<file path="src/rtl/sram_like_arbiter_if.sv">
// rtl/sram_like_arbiter_if.sv - one SRAM-like request/response channel
interface sram_like_arbiter_if;
    logic        req;
    logic        wr;
    logic [1:0]  size;
    logic [31:0] addr;
    logic [3:0]  wstrb;
    logic [31:0] wdata;
    logic        addr_ok;
    logic        data_ok;
    logic [31:0] rdata;

    modport master (
        output req, wr, size, addr, wstrb, wdata,
        input  addr_ok, data_ok, rdata
    );

    modport slave (
        input  req, wr, size, addr, wstrb, wdata,
        output addr_ok, data_ok, rdata
    );
endinterface

</file>
<file path="src/rtl/sram_like_arbiter.sv">
// rtl/sram_like_arbiter.sv - fetch/data arbiter onto one SRAM-like port with in-order response routing
module sram_like_arbiter #(
    parameter int DEPTH = 2
) (
    input  logic                 clk,
    input  logic                 reset,
    sram_like_arbiter_if.slave   inst,
    sram_like_arbiter_if.slave   data,
    sram_like_arbiter_if.master  mem,
    output logic                 arb_err
);
    localparam int PW = (DEPTH > 1) ? $clog2(DEPTH) : 1;
    localparam int CW = $clog2(DEPTH) + 1;

    localparam logic [0:0] S_IDLE = 1'b0;
    localparam logic [0:0] S_HOLD = 1'b1;

    logic [0:0]       state_q, state_d;
    logic             hold_src_q, hold_src_d;
    logic [DEPTH-1:0] tag_q, tag_d;
    logic [PW-1:0]    wr_ptr_q, wr_ptr_d;
    logic [PW-1:0]    rd_ptr_q, rd_ptr_d;
    logic [CW-1:0]    count_q, count_d;
    logic             arb_err_q, arb_err_d;

    logic sel;
    logic full;
    logic empty;
    logic push;
    logic pop;
    logic head;

    function automatic logic [PW-1:0] ptr_inc(input logic [PW-1:0] p);
        return (p == PW'(DEPTH - 1)) ? '0 : p + 1'b1;
    endfunction

    // During reset the registered state is ignored so mem_req follows the inputs as if idle and empty.
    always_comb begin
        full  = !reset && (count_q == CW'(DEPTH));
        empty = (count_q == '0);
        if (!reset && state_q == S_HOLD) begin
            sel     = hold_src_q;
            mem.req = 1'b1;
        end else begin
            sel     = data.req;
            mem.req = !full && (data.req || inst.req);
        end

        mem.wr    = sel ? data.wr    : inst.wr;
        mem.size  = sel ? data.size  : inst.size;
        mem.addr  = sel ? data.addr  : inst.addr;
        mem.wstrb = sel ? data.wstrb : inst.wstrb;
        mem.wdata = sel ? data.wdata : inst.wdata;

        push = !reset && mem.req && mem.addr_ok;
        pop  = !reset && mem.data_ok && !empty;
        head = tag_q[rd_ptr_q];

        inst.addr_ok = push && !sel;
        data.addr_ok = push && sel;
        inst.data_ok = pop && !head;
        data.data_ok = pop && head;
        inst.rdata   = mem.rdata;
        data.rdata   = mem.rdata;
        arb_err      = arb_err_q;
    end

    always_comb begin
        state_d    = state_q;
        hold_src_d = hold_src_q;
        tag_d      = tag_q;
        wr_ptr_d   = wr_ptr_q;
        rd_ptr_d   = rd_ptr_q;
        arb_err_d  = arb_err_q | (mem.data_ok && empty);

        if (push) begin
            tag_d[wr_ptr_q] = sel;
            wr_ptr_d        = ptr_inc(wr_ptr_q);
        end
        if (pop) begin
            rd_ptr_d = ptr_inc(rd_ptr_q);
        end
        count_d = count_q + CW'(push) - CW'(pop);

        if (state_q == S_IDLE) begin
            if (mem.req && !mem.addr_ok) begin
                state_d    = S_HOLD;
                hold_src_d = sel;
            end
        end else if (mem.addr_ok) begin
            state_d = S_IDLE;
        end
    end

    always_ff @(posedge clk) begin
        if (reset) begin
            state_q    <= S_IDLE;
            hold_src_q <= 1'b0;
            tag_q      <= '0;
            wr_ptr_q   <= '0;
            rd_ptr_q   <= '0;
            count_q    <= '0;
            arb_err_q  <= 1'b0;
        end else begin
            state_q    <= state_d;
            hold_src_q <= hold_src_d;
            tag_q      <= tag_d;
            wr_ptr_q   <= wr_ptr_d;
            rd_ptr_q   <= rd_ptr_d;
            count_q    <= count_d;
            arb_err_q  <= arb_err_d;
        end
    end
endmodule

</file>
<file path="src/flat_wrapper.sv">
// flat-port wrapper written by rule: the top's interface ports become plain ports
module sram_like_arbiter_flat 
#(
    parameter int DEPTH = 2
)
  (clk, reset, arb_err, inst_req, inst_wr, inst_size, inst_addr, inst_wstrb, inst_wdata, inst_addr_ok, inst_data_ok, inst_rdata, data_req, data_wr, data_size, data_addr, data_wstrb, data_wdata, data_addr_ok, data_data_ok, data_rdata, mem_req, mem_wr, mem_size, mem_addr, mem_wstrb, mem_wdata, mem_addr_ok, mem_data_ok, mem_rdata);
  sram_like_arbiter_if inst_i ();
  sram_like_arbiter_if data_i ();
  sram_like_arbiter_if mem_i ();
  input  logic clk;
  input  logic reset;
  output logic arb_err;
  input wire logic [$bits(inst_i.req)-1:0] inst_req;
  input wire logic [$bits(inst_i.wr)-1:0] inst_wr;
  input wire logic [$bits(inst_i.size)-1:0] inst_size;
  input wire logic [$bits(inst_i.addr)-1:0] inst_addr;
  input wire logic [$bits(inst_i.wstrb)-1:0] inst_wstrb;
  input wire logic [$bits(inst_i.wdata)-1:0] inst_wdata;
  output wire logic [$bits(inst_i.addr_ok)-1:0] inst_addr_ok;
  output wire logic [$bits(inst_i.data_ok)-1:0] inst_data_ok;
  output wire logic [$bits(inst_i.rdata)-1:0] inst_rdata;
  input wire logic [$bits(data_i.req)-1:0] data_req;
  input wire logic [$bits(data_i.wr)-1:0] data_wr;
  input wire logic [$bits(data_i.size)-1:0] data_size;
  input wire logic [$bits(data_i.addr)-1:0] data_addr;
  input wire logic [$bits(data_i.wstrb)-1:0] data_wstrb;
  input wire logic [$bits(data_i.wdata)-1:0] data_wdata;
  output wire logic [$bits(data_i.addr_ok)-1:0] data_addr_ok;
  output wire logic [$bits(data_i.data_ok)-1:0] data_data_ok;
  output wire logic [$bits(data_i.rdata)-1:0] data_rdata;
  output wire logic [$bits(mem_i.req)-1:0] mem_req;
  output wire logic [$bits(mem_i.wr)-1:0] mem_wr;
  output wire logic [$bits(mem_i.size)-1:0] mem_size;
  output wire logic [$bits(mem_i.addr)-1:0] mem_addr;
  output wire logic [$bits(mem_i.wstrb)-1:0] mem_wstrb;
  output wire logic [$bits(mem_i.wdata)-1:0] mem_wdata;
  input wire logic [$bits(mem_i.addr_ok)-1:0] mem_addr_ok;
  input wire logic [$bits(mem_i.data_ok)-1:0] mem_data_ok;
  input wire logic [$bits(mem_i.rdata)-1:0] mem_rdata;
  assign inst_i.req = inst_req;
  assign inst_i.wr = inst_wr;
  assign inst_i.size = inst_size;
  assign inst_i.addr = inst_addr;
  assign inst_i.wstrb = inst_wstrb;
  assign inst_i.wdata = inst_wdata;
  assign inst_addr_ok = inst_i.addr_ok;
  assign inst_data_ok = inst_i.data_ok;
  assign inst_rdata = inst_i.rdata;
  assign data_i.req = data_req;
  assign data_i.wr = data_wr;
  assign data_i.size = data_size;
  assign data_i.addr = data_addr;
  assign data_i.wstrb = data_wstrb;
  assign data_i.wdata = data_wdata;
  assign data_addr_ok = data_i.addr_ok;
  assign data_data_ok = data_i.data_ok;
  assign data_rdata = data_i.rdata;
  assign mem_req = mem_i.req;
  assign mem_wr = mem_i.wr;
  assign mem_size = mem_i.size;
  assign mem_addr = mem_i.addr;
  assign mem_wstrb = mem_i.wstrb;
  assign mem_wdata = mem_i.wdata;
  assign mem_i.addr_ok = mem_addr_ok;
  assign mem_i.data_ok = mem_data_ok;
  assign mem_i.rdata = mem_rdata;
  sram_like_arbiter #(.DEPTH(DEPTH)) u_core (.clk(clk), .reset(reset), .inst(inst_i), .data(data_i), .mem(mem_i), .arb_err(arb_err));
endmodule
</file>
<file path="config.mk">
export PLATFORM = sky130hd
export DESIGN_NAME = sram_like_arbiter_flat
export DESIGN_NICKNAME = d
export VERILOG_FILES = /design/src/rtl/sram_like_arbiter_if.sv /design/src/rtl/sram_like_arbiter.sv /design/src/flat_wrapper.sv
export SDC_FILE = /design/constraint.sdc
export NUM_CORES = 1
export LEC_CHECK = 0
export BUFFER_PORTS_ARGS = -buffer_cell sky130_fd_sc_hd__clkbuf_2
export CORE_AREA = 2 2 123 125
export CTS_CLUSTER_DIAMETER = 150
export DETAILED_ROUTE_END_ITERATION = 8
export DIE_AREA = 0 0 125 127
export HOLD_SLACK_MARGIN = 0.1
export PLACE_DENSITY_LB_ADDON = 0.12
export SLEW_MARGIN = 20
export SYNTH_ARGS = -nofsm -noshare
export SYNTH_HDL_FRONTEND = slang
export SYNTH_SLANG_ARGS = --single-unit
</file>
<file path="constraint.sdc">
create_clock -name clk -period 1.89 [get_ports clk]
set_input_delay 0.378 -clock clk [delete_from_list [all_inputs] [get_ports clk]]
set_output_delay 0.378 -clock clk [all_outputs]
set_load 0.03 [all_outputs]
</file>
Word level (Yosys, flattened, before mapping) --
Cells that the tools add are included.
Operators by class: add/subtract/negate cells 4, multipliers 0, divide/modulo/power cells 0, order comparisons 3, equality and inequality tests 1, shift operators 0, multiplexer cells 17, bitwise logic cells 2, reduce and logical (&&, ||, !) cells 23
Operator list (number):
- $mux 32 | 2
- $logic_and 1x1->1 | 14
- $mux 1 | 11
- $logic_not 1->1 | 6
- $lt 1x2->1 const B | 2
- $mux 4 | 1
- $add 1x1->1 const B | 2
- $add 2x1->2 | 1
- $bwmux 2 | 1
- $eq 2x2->1 const B | 1
- $logic_not 2->1 | 1
- $mux 2 | 1
- $reduce_and 2->1 | 1
- $sub 2x1->2 | 1
- $demux 1 s1 | 1
- $ge 1x1->1 const B | 1
- $logic_or 1x1->1 | 1
- $not 1->1 | 1
- $or 1x1->1 | 1
Word-level totals: register bits after elaboration 9, latch bits 0, bits in writable memories 0, bits in read-only memories 0, input bits 180, output and inout bits 141, word-level logic and storage cells 57, memories kept 0

Logic depth before layout (Yosys ltp) --
word-level depth 9, gate-level depth with buffers 8, mapped depth without buffers 8

Least setup slack after synthesis --
OpenSTA, ideal clock, no wires.
kind input -> output, start point input reset, end point output inst_addr_ok, arrival 1.826 ns, required time 1.512 ns, slack -0.314 ns, cell stages on the path 5, cells stage by stage nand2b_1 mux2i_1 buf_4 buf_6 nor3b_1
On the way: longest elaborated chain between the ends 8, elaborated cells on any way between the ends 11
Ends and longest elaborated chain:
- from (decl) | RTL line flat_wrapper.sv:11 | input logic reset;
- $logic_not 1->1 (*) | RTL line sram_like_arbiter.sv:39, sram_like_arbiter.sv:41, sram_like_arbiter.sv:55
- $logic_and 1x1->1 | RTL line sram_like_arbiter.sv:39 | full = !reset && (count_q == CW'(DEPTH));
- $logic_not 1->1 | RTL line sram_like_arbiter.sv:46 | mem.req = !full && (data.req || inst.req);
- $logic_and 1x1->1 | RTL line sram_like_arbiter.sv:46
- $mux 1 | RTL line sram_like_arbiter.sv:41 | if (!reset && state_q == S_HOLD) begin
- $logic_and 1x1->1 (2 in series) | RTL line sram_like_arbiter.sv:55 | push = !reset && mem.req && mem.addr_ok;
- $logic_and 1x1->1 (*) | RTL line sram_like_arbiter.sv:59 | inst.addr_ok = push && !sel;
- to (decl) | RTL line flat_wrapper.sv:19 | output wire logic [$bits(inst_i.addr_ok)-1:0] inst_addr_ok;
Every way passes the cells marked *; elsewhere a longest branch is shown, timed or not.

Worst setup path after layout --
start point register u_core.state_q, end point output mem_addr[25]
On the way: longest elaborated chain between the ends 3
Ends and longest elaborated chain:
- from (decl) | RTL line sram_like_arbiter.sv:18 | logic [0:0] state_q, state_d;
- from (signal assigned) | RTL line sram_like_arbiter.sv:105 | state_q <= state_d;
- $logic_and 1x1->1 | RTL line sram_like_arbiter.sv:41
- $mux 1 | RTL line sram_like_arbiter.sv:41
- $mux 32 | RTL line sram_like_arbiter.sv:51 | mem.addr = sel ? data.addr : inst.addr;
- to (decl) | RTL line flat_wrapper.sv:34 | output wire logic [$bits(mem_i.addr)-1:0] mem_addr;
Every way passes these cells.

==> results.py <==
metrics = {
    "outcome": {
        "status": "finished with violations",
        "violations": "negative setup slack",
    },
    "yosys": {
        "synth_ff_type": "dfxtp_1",
        "syn_area_per_cell_um2": 9.09,
        "synth.distinct_cells": 35,
        "synth_top_family_by_area": "multiplexers",
        "synth_xor_area_share_pct": 0.935,
        "async_flop_share_pct": 0,
        "ys_warn_count": 0,
        "ys_seq_area_share_pct": 9.62,
        "syn-cell-area_mm2": 0.00187,
        "syn-num-nets": 388,
        "muxShareOfSynthArea_pct": 43.2,
        "synth_simple_gate_area_share_pct": 8.35,
        "syn_inst": 206,
        "synth-seq-cells": 9,
        "synth_edf_count": 0,
        "synth-compound-area-share_pct": 5.74,
        "synthAdderAreaFrac_pct": 1.34,
    },
    "clock_tree": {
        "cts_tree": "yes",
        "ctsHoldBuffers": 0,
        "path_clk_slew_ns": 0.04,
        "cts.sinks": 9,
        "cts_buffers": 3,
        "root_buffer": "clkbuf_16",
        "h-tree-depth": 1,
        "cts_buffer_depth": 2,
        "clkLatencyLatePin_ns": 0.23,
    },
    "floorplan": {
        "core_mm2": 0.0144,
        "dieHeight_um": 127,
        "start_util_pct": 13.0,
        "die_area_mm2": 0.0159,
        "ioPinCount": 321,
        "die_x_um": 125,
        "rows": 44,
    },
    "sta": {
        "slew_violations": 0,
        "final-setup-viol-count": 73,
        "tightest_slew_ns": 0.357,
        "fin_skew_ns": 0.000573,
        "fin_crit_sh_pct": 113,
        "hold_ws_ns": 0.408,
        "relSlewSlack_pct": 76.2,
        "fmaxAchievable_mhz": 468,
        "rsz0062_at_grt": "true",
        "period_needed_ns": 2.14,
        "postLayoutSetupSlackWorst_ns": -0.245,
        "tns_ns": -14.47,
        "hold_viol": 0,
    },
    "worst_setup_path": {
        "worstPathBufferInverterCount": 3,
        "cp_top_family": "multiplexers",
        "path_class": "register to primary output",
        "reg2reg_from": "u_core.count_q[0]",
        "path_cells": "nand2b_4 > mux2i_4 > buf_4 > buf_16 > mux2_2 > clkbuf_4",
        "path_max_fanout": 16,
        "reg2reg_to": "u_core.count_q[1]",
        "crit_end": "mem_addr[25]",
        "rrSetupSlack_ns": 0.16,
        "crit_slowest_cell": "mux2_2",
        "rr_worst_depth": 9,
        "slowest_delay_ns": 0.35,
        "arrival_ns": 1.76,
        "path_depth": 6,
        "startpoint_type": "register",
        "endpoint_kind": "primary output",
        "crit_start": "u_core.state_q",
        "cp.required_ns": 1.51,
    },
    "cells_and_area": {
        "multi_input_area_mm2": 0.00140,
        "mostFrequentLayoutCells": "clkbuf_2 (151), mux2_4 (55), buf_8 (54)",
        "n_fill_cell": 1516,
        "ff_latch_area_um2": 181,
        "layout-drive-gt1-share_pct": 87.6,
        "final_common_cell": "clkbuf_2",
        "antenna_cells": 0,
        "area_growth_pct": 112,
        "nNetsFinal": 569,
        "utilization_pct": 27.5,
        "fin_cells": 570,
    },
    "routing": {
        "dr.pass1.iters": 4,
        "wl_um": 9190,
        "vias": 2166,
        "viasPerCell": 3.80,
        "post_drt_wl_per_cell_um": 16.1,
        "final_antenna_net_count": 0,
        "route.detailed.drc": 0,
        "first_iter_violations": 42,
    },
    "global_route": {
        "grt_overflow": 0,
        "grt_max_degree": 18,
        "antenna_found_initial": 0,
        "grt_pass1_vias": 2310,
        "grt_usage_pct": 10.2,
        "grt_pass1_wl_um": 12800,
    },
    "power_and_ir_drop": {
        "p_sw_share_pct": 37.5,
        "seqPwrFrac_pct": 11.4,
        "finalPower_mw": 2.00,
        "switching_power_uw": 750,
        "ir_drop_mv": 0.234,
        "power_density_mw_per_mm2": 504,
        "clkPwrFrac_pct": 18.7,
        "power.internal_mw": 1.25,
        "power.leakage_nw": 2.08,
        "combinationalPowerShare_pct": 69.9,
    },
    "job": {
        "drv_cap": 0,
    },
    "place": {
        "gp_congestion": 0.758,
        "port-buffer-count": 224,
        "dp.final_hpwl_um": 7110,
        "place_inst": 554,
    },
    "worst_hold_path": {
        "hold_path.class": "input port to register",
    },
}
==> through the flow <==
step | area (µm²) | setup WS [ns]
floorplan | 1890 | -0.0164
global placement | 2830 | -0.417
detailed placement | 2830 | -0.444
CTS | 3850 | -0.312
global route | 3970 | -0.304
finish | 3970 | -0.245
==> worst register-to-register path, stage by stage (launching register included) <==
cell and delay [ns]:
dfxtp_1 0.31, buf_4 0.12, o21ai_1 0.09, nor2_1 0.24
ha_1 0.28, inv_1 0.06, ha_2 0.18, xor2_2 0.14
and2_1 0.16, nor3_2 0.04
==> worst min-delay path by stage <==
| stage | startpoint | endpoint | slack, ns | cells after the start |
|---|---|---|---|---|
| 6_report | mem_data_ok | u_core.arb_err | 0.41 | 3 |
| 5_1_grt | mem_data_ok | u_core.arb_err | 0.43 | 3 |
| 4_1_cts | mem_data_ok | u_core.arb_err | 0.40 | 3 |
| 3_5_place_dp | u_core.arb_err | u_core.arb_err | 0.48 | 2 |
| 3_3_place_gp | u_core.arb_err | u_core.arb_err | 0.45 | 2 |
| 2_1_floorplan | u_core.hold_src_q | u_core.hold_src_q | 0.44 | 2 |
==> cells in the mapped netlist (2+ instances only) <==
master	count	area share [%]
xor2_1	2	0.94
buf_4	65	26
buf_2	2	0.53
buf_6	5	3.0
mux2_1	46	28
inv_1	4	0.80
nor2_1	9	1.8
and2_1	2	0.67
ha_1	2	1.3
dfxtp_1	9	9.6
o21ai_0	2	0.53
a211oi_1	2	0.80
a21oi_1	3	0.80
nor3b_1	2	0.80
nand2b_1	3	1.0
nor3_1	4	1.1
mux2_2	25	15
clkbuf_1	2	0.40
==> power by group through the flow <==
stage               logic, mW  registers, mW  clock network [mW]
finish                   1.40          0.227               0.375
CTS                      1.32          0.227               0.385
detailed placement      0.976          0.229                   0
global placement        0.977          0.230                   0
floorplan               0.854          0.236                   0
global route             1.47          0.231               0.400
==> registers in the layout (all words and copies together), names as in the netlist <==
signal and flops:
u_core.count_q 2, u_core.tag_q 2, u_core.arb_err 1, u_core.hold_src_q 1, u_core.rd_ptr_q 1, u_core.state_q 1, u_core.wr_ptr_q 1
==> cells by family after synthesis <==
kind of cell,count (synthesis)
AND/OR/NAND/NOR,28
XOR/XNOR,2
buffers and inverters,78
multiplexers,72
AO/OA/AOI/OAI,15
flip-flops,9
adder cells (fa/ha/maj),2
==> per-layer routing <==
metal	vias to the layer above	part of all wire, %	GRT usage, %
met5	-	0	0
met4	0	2.1	3.01
met3	32	12	4.23
met2	157	50	18.2
met1	959	36	11.2
li1	1018	-	-
==> final cells by class <==
cell class                 instances  share of cell area [%]
timing repair buffer             250                    52.1
multi-input combinational        119                    35.2
tap                              184                    5.80
sequential                         9                    4.57
clock buffer                       4                    1.99
inverter                           4                   0.379
==> timing repair <==
item,4_1_cts,5_1_grt
pin swaps,2,1
gates resized for setup,184,72
setup endpoints to repair,73,75
cloned,4,2
setup buffers,8,1
No activity file was read; power rests on OpenSTA's default activity.
